[config.mk]
export PLATFORM = sky130hd
export DESIGN_NAME = pipe_reg_chain
export DESIGN_NICKNAME = d
export VERILOG_FILES = /design/src/rtl/pipe_reg_pkg.sv /design/src/rtl/pipe_reg_stage.sv /design/src/rtl/pipe_reg_chain.sv
export SDC_FILE = /design/constraint.sdc
export NUM_CORES = 1
export LEC_CHECK = 0
export ABC_CLOCK_PERIOD_IN_PS = 2200
export CAP_MARGIN = 20
export CELL_PAD_IN_SITES_DETAIL_PLACEMENT = 1
export CELL_PAD_IN_SITES_GLOBAL_PLACEMENT = 1
export CORE_UTILIZATION = 41
export CTS_CLUSTER_DIAMETER = 40
export DETAILED_ROUTE_END_ITERATION = 10
export GPL_ROUTABILITY_DRIVEN = 0
export GPL_TIMING_DRIVEN = 0
export PLACE_DENSITY = 0.85
export SYNTH_ARGS = -nofsm -noshare
export SYNTH_HDL_FRONTEND = slang
export SYNTH_SLANG_ARGS = --single-unit
export TNS_END_PERCENT = 30
[constraint.sdc]
create_clock -name clk -period 2.2 [get_ports clk]
set_input_delay 0.66 -clock clk [delete_from_list [all_inputs] [get_ports clk]]
set_output_delay 0.66 -clock clk [all_outputs]
set_load 0.03 [all_outputs]
[src/rtl/pipe_reg_pkg.sv]
// pipe_reg_pkg: shared sizes and helpers for pipe_reg_chain.
// Provides default WIDTH/DEPTH, occupancy width and even parity.
package pipe_reg_pkg;

    localparam int DEF_WIDTH = 10;
    localparam int DEF_DEPTH = 3;
    localparam int PAR_MAX_W = 256;

    // Width of a counter able to hold 0..depth.
    function automatic int occ_w(input int depth);
        return $clog2(depth + 1);
    endfunction

    // Even parity bit: makes the total count of ones even.
    function automatic logic even_par(input logic [PAR_MAX_W-1:0] d);
        return ^d;
    endfunction

endpackage

[src/rtl/pipe_reg_stage.sv]
// pipe_reg_stage: one elastic stage, a valid flop plus a W-bit data flop.
// Ports: clk, rst (async low), ld_i, flush_i, v_i/d_i in, v_o/d_o out.
module pipe_reg_stage #(
    parameter int W = 10
) (
    input  logic         clk,
    input  logic         rst,
    input  logic         ld_i,
    input  logic         flush_i,
    input  logic         v_i,
    input  logic [W-1:0] d_i,
    output logic         v_o,
    output logic [W-1:0] d_o
);

    logic         v_q, v_d;
    logic [W-1:0] d_q, d_d;

    // Data only captures real words, so a stalled or flushed
    // stage never changes its data register.
    always_comb begin
        v_d = v_q;
        d_d = d_q;
        if (flush_i) begin
            v_d = 1'b0;
        end else if (ld_i) begin
            v_d = v_i;
            if (v_i) begin
                d_d = d_i;
            end
        end
    end

    always_ff @(posedge clk or negedge rst) begin
        if (!rst) begin
            v_q <= 1'b0;
            d_q <= '0;
        end else begin
            v_q <= v_d;
            d_q <= d_d;
        end
    end

    assign v_o = v_q;
    assign d_o = d_q;

endmodule

[src/rtl/pipe_reg_chain.sv]
// pipe_reg_chain: DEPTH-stage elastic register chain with flush/occupancy.
// Ports: clk, rst (async low), in_data/in_valid/in_ready, out_data/
// out_valid/out_ready, flush, occupancy; parity_err when
// PIPE_REG_CHAIN_PARITY_EN is defined (adds a parity bit per stage).
module pipe_reg_chain
    import pipe_reg_pkg::*;
#(
    parameter int WIDTH = DEF_WIDTH,
    parameter int DEPTH = DEF_DEPTH
) (
    input  logic                     clk,
    input  logic                     rst,
    input  logic [WIDTH-1:0]         in_data,
    input  logic                     in_valid,
    output logic                     in_ready,
    output logic [WIDTH-1:0]         out_data,
    output logic                     out_valid,
    input  logic                     out_ready,
    input  logic                     flush,
    output logic [occ_w(DEPTH)-1:0]  occupancy
`ifdef PIPE_REG_CHAIN_PARITY_EN
    ,
    output logic                     parity_err
`endif
);

`ifdef PIPE_REG_CHAIN_PARITY_EN
    localparam int PW = 1;
`else
    localparam int PW = 0;
`endif
    localparam int SW = WIDTH + PW;
    localparam int OW = occ_w(DEPTH);

    logic [DEPTH-1:0] v_q;
    logic [DEPTH-1:0] ld;
    logic [DEPTH-1:0] up_v;
    logic [SW-1:0]    d_q  [DEPTH];
    logic [SW-1:0]    up_d [DEPTH];
    logic [SW-1:0]    in_word;

`ifdef PIPE_REG_CHAIN_PARITY_EN
    assign in_word = {even_par(PAR_MAX_W'(in_data)), in_data};
`else
    assign in_word = in_data;
`endif

    // Stage i can load when the downstream end drains or any stage
    // at or after i is empty; this is what collapses bubbles.
    always_comb begin
        logic acc;
        acc = out_ready;
        ld  = '0;
        for (int i = DEPTH - 1; i >= 0; i--) begin
            acc   = acc | ~v_q[i];
            ld[i] = acc;
        end
    end

    assign in_ready = ~flush & ld[0];

    always_comb begin
        up_v[0] = in_valid & in_ready;
        up_d[0] = in_word;
        for (int i = 1; i < DEPTH; i++) begin
            up_v[i] = v_q[i-1];
            up_d[i] = d_q[i-1];
        end
    end

    for (genvar g = 0; g < DEPTH; g++) begin : g_stage
        pipe_reg_stage #(
            .W(SW)
        ) u_stage (
            .clk    (clk),
            .rst    (rst),
            .ld_i   (ld[g]),
            .flush_i(flush),
            .v_i    (up_v[g]),
            .d_i    (up_d[g]),
            .v_o    (v_q[g]),
            .d_o    (d_q[g])
        );
    end

    always_comb begin
        occupancy = '0;
        for (int i = 0; i < DEPTH; i++) begin
            occupancy = occupancy + OW'(v_q[i]);
        end
    end

    assign out_valid = v_q[DEPTH-1];
    assign out_data  = d_q[DEPTH-1][WIDTH-1:0];

`ifdef PIPE_REG_CHAIN_PARITY_EN
    logic perr_q, perr_d, mism;

    assign mism = out_valid &
                  (even_par(PAR_MAX_W'(out_data)) != d_q[DEPTH-1][WIDTH]);

    always_comb begin
        perr_d = perr_q | mism;
        if (flush) begin
            perr_d = 1'b0;
        end
    end

    always_ff @(posedge clk or negedge rst) begin
        if (!rst) begin
            perr_q <= 1'b0;
        end else begin
            perr_q <= perr_d;
        end
    end

    assign parity_err = perr_q;
`endif

endmodule

==> results.md <==
* Sequential Area at 827 um^2
* Fmax at between 400 and 500 MHz
* # rows at 20
* Nets at 142
* CTS tree: built
* Xor/xnor share of the synthesized area at 0%
* RSZ-0062 raised after global routing: yes
* R2R setup slack at 0.51 ns
* Post-Syn Instances at 90
* Area of the mapped netlist at 1390 um^2
* Final period util at 97.6%
* Die height at roughly 60 um
* Synth unique cells at 14
* Root Buffer Master: clkbuf_4
* Arr. time, crit path at 1.49 ns
* WL final at 2450 um
* Layout cell share with drive strength beyond 1 at 43.7%
* Tot Pwr at approximately 1.9 mW
* Die area at 3620 um^2
* Avg Cell Area, Syn at 15.4 um^2
* First-pass GRT wire length at about 4000 um
* CP Data Required Time at 1.54 ns
* Worst r2r dst: g_stage[0].u_stage.d_o[0]
* CTS Buffer Depth at 2
* DP HPWL at 1730 um
* Hold slack at 0.509 ns
* Layout fillers at 325
* Status: completed
* Worst setup margin at 0.0527 ns
* Min-delay worst type: flip-flop to flip-flop
* Via count at 792
* Largest net degree at the start of global routing at 22
* Final ANT Viol Nets at 0
* Initial Util at 44.4%
* Core footprint at 3130 um^2
* Via density at 4.66
* Initial drt markers at 18
* Final Max Tran Viols at 0
* Part of the Yosys area used for sequential elements at 59.5%
* Ant. Diodes at 0
* Main combinational cell family by area after synthesis: multiplexers
* Post-synthesis adder-cell area fraction at around 1.4%
* MaxCap Viol Count at 0
* Tmin final at ~2.1 ns
* Synth Register Bits at 33
* Pwr Density at about 1000 nW/um^2
* Mux share of post-synthesis cell area at a little over a quarter
* Post-synthesis compound-gate area fraction at 0.992%
* CP max FO at 4
* Peak supply drop at 0.323 mV
* Final hold vios at 0
* DRC at 0
* WHS Endpoint: g_stage[2].u_stage.d_o[0]
* Initial antenna violation count at 0
* Multi-input gate area at 465 um^2
* Dpl ws at -0.597 ns
* Setup-failing EPs final at 0
* Leakage Power at around 0.84 nW
* Ys Warns at 0
* GR Overflow Total at 0
* Vias in the first global route at 846
* Syn Nets at ~110
* Synth-to-layout area growth at 29.8%
* Relative max-transition margin at 53.8%
* Sinks on Clock Net at 33
* IO buf count at 28
* Reg2reg start: g_stage[1].u_stage.v_o
* Crit start category: flip-flop
* Die width at 60.2 um
* R2R depth at 4
* Hold_sp: g_stage[2].u_stage.d_o[0]
* WS Path Type: flip-flop to primary output
* Clk pin slew, worst setup/hold paths at about 0.09 ns
* Depth of the worst hold-timing path at 1
* Worst-Skew Late Latency at 0.33 ns
* GRT Total Usage at between 10% and 20%
* CTS Buf Count at 5
* Io pins at 29
* Wire per inst at between 10 and 15 um
* Worst Tran Pin Value at 0.691 ns
* Setup crit end kind: primary output
* Post-CTS Setup Bufs at 0
* Layout Skew at between 0.005 and 0.006 ns
* Synth Area in Simple Gates at 4.06%
* H-tree levels at 2
* Number of detailed-route iterations in the first pass at 4
## kinds of logic (layout without fill, tap and decap cells)
group | after synthesis | in the layout
adders and majority gates | 1 | 1
DFF | 33 | 33
muxes | 30 | 30
and+or+nand+nor | 10 | 10
buffers and inverters | 14 | 50
AOI/OAI and AO/OA | 2 | 2
## cell usage in the layout (no fill, tap or decap), types with 3 or more instances in the layout
master	instances
dfrtp_1	32
clkbuf_4	5
buf_4	12
buf_2	3
nor2_1	6
clkdlybuf4s50_1	23
mux2_2	20
mux2_4	10
## state kept, by name (all words and copies together), names as in the netlist
| signal | count |
|---|---|
| g_stage.u_stage.d_o | 30 |
| g_stage.u_stage.v_o | 3 |
## layer usage
metal,up-vias,wire length [um],share of wire (%),global-route usage (%)
met5,-,0,0,0
met4,0,40,1.6,7.64
met3,5,127,5.2,6.28
met2,26,1220,50,26.2
met1,394,1060,43,18.3
li1,367,-,-,-
## metrics by stage
step,instances,cell area (um^2),setup TNS (ns),utilization [%]
after floorplan,90,1390,0,-
after global placement,162,1720,-6.06,55.1
after detailed placement,163,1750,-4.54,56.0
after CTS,170,1800,0,57.6
after global routing,170,1800,-0.00544,57.6
final,170,1800,0,57.6
## worst max-delay path, cell delays in order, from the launching register on
cell,delay [ns]
dfrtp_2,0.44
fa_1,0.58
buf_6,0.14
## how the worst max path moves through the flow
| stage | startpoint | end | slack [ns] | cells past startpoint |
|---|---|---|---|---|
| 2_1_floorplan | out_ready | in_ready | 0.28 | 2 |
| 3_3_place_gp | out_ready | in_ready | -0.56 | 4 |
| 3_5_place_dp | out_ready | in_ready | -0.60 | 4 |
| 4_1_cts | g_stage[2].u_stage.v_o | occupancy[1] | 0.02 | 2 |
| 5_1_grt | g_stage[2].u_stage.v_o | occupancy[0] | -0.005 | 2 |
| 6_report | g_stage[2].u_stage.v_o | occupancy[0] | 0.05 | 2 |
## what timing repair did
item | in CTS | in global routing
hold buffers | 0 | 0
setup endpoints to repair | 3 | 3
resized for setup | 16 | 5
## cells in the mapped netlist (all sizes together)
library cell	number	area share [%]
mux2	30	27
nor2	6	1.6
a211o	1	0.63
or3b	2	1.3
nor2b	1	0.45
a21oi	1	0.36
buf	13	6.7
and4b	1	0.72
fa	1	1.4
dfrtp	33	60
inv	1	0.27
## layout make-up
type | count | share of cell area [%]
repair buffers | 29 | 16.8
clock buffers | 7 | 3.06
inverters | 1 | 0.208
flip-flops and latches | 33 | 45.9
plain buffers | 13 | 5.14
well taps | 44 | 3.06
multi-input cells | 43 | 25.8
## where the power goes
group	internal, mW	switching [mW]
combinational	0.392	0.290
sequential	0.765	0.0815
clock	0.151	0.184
total	1.31	0.555
Power figures use the tool's default switching activity.
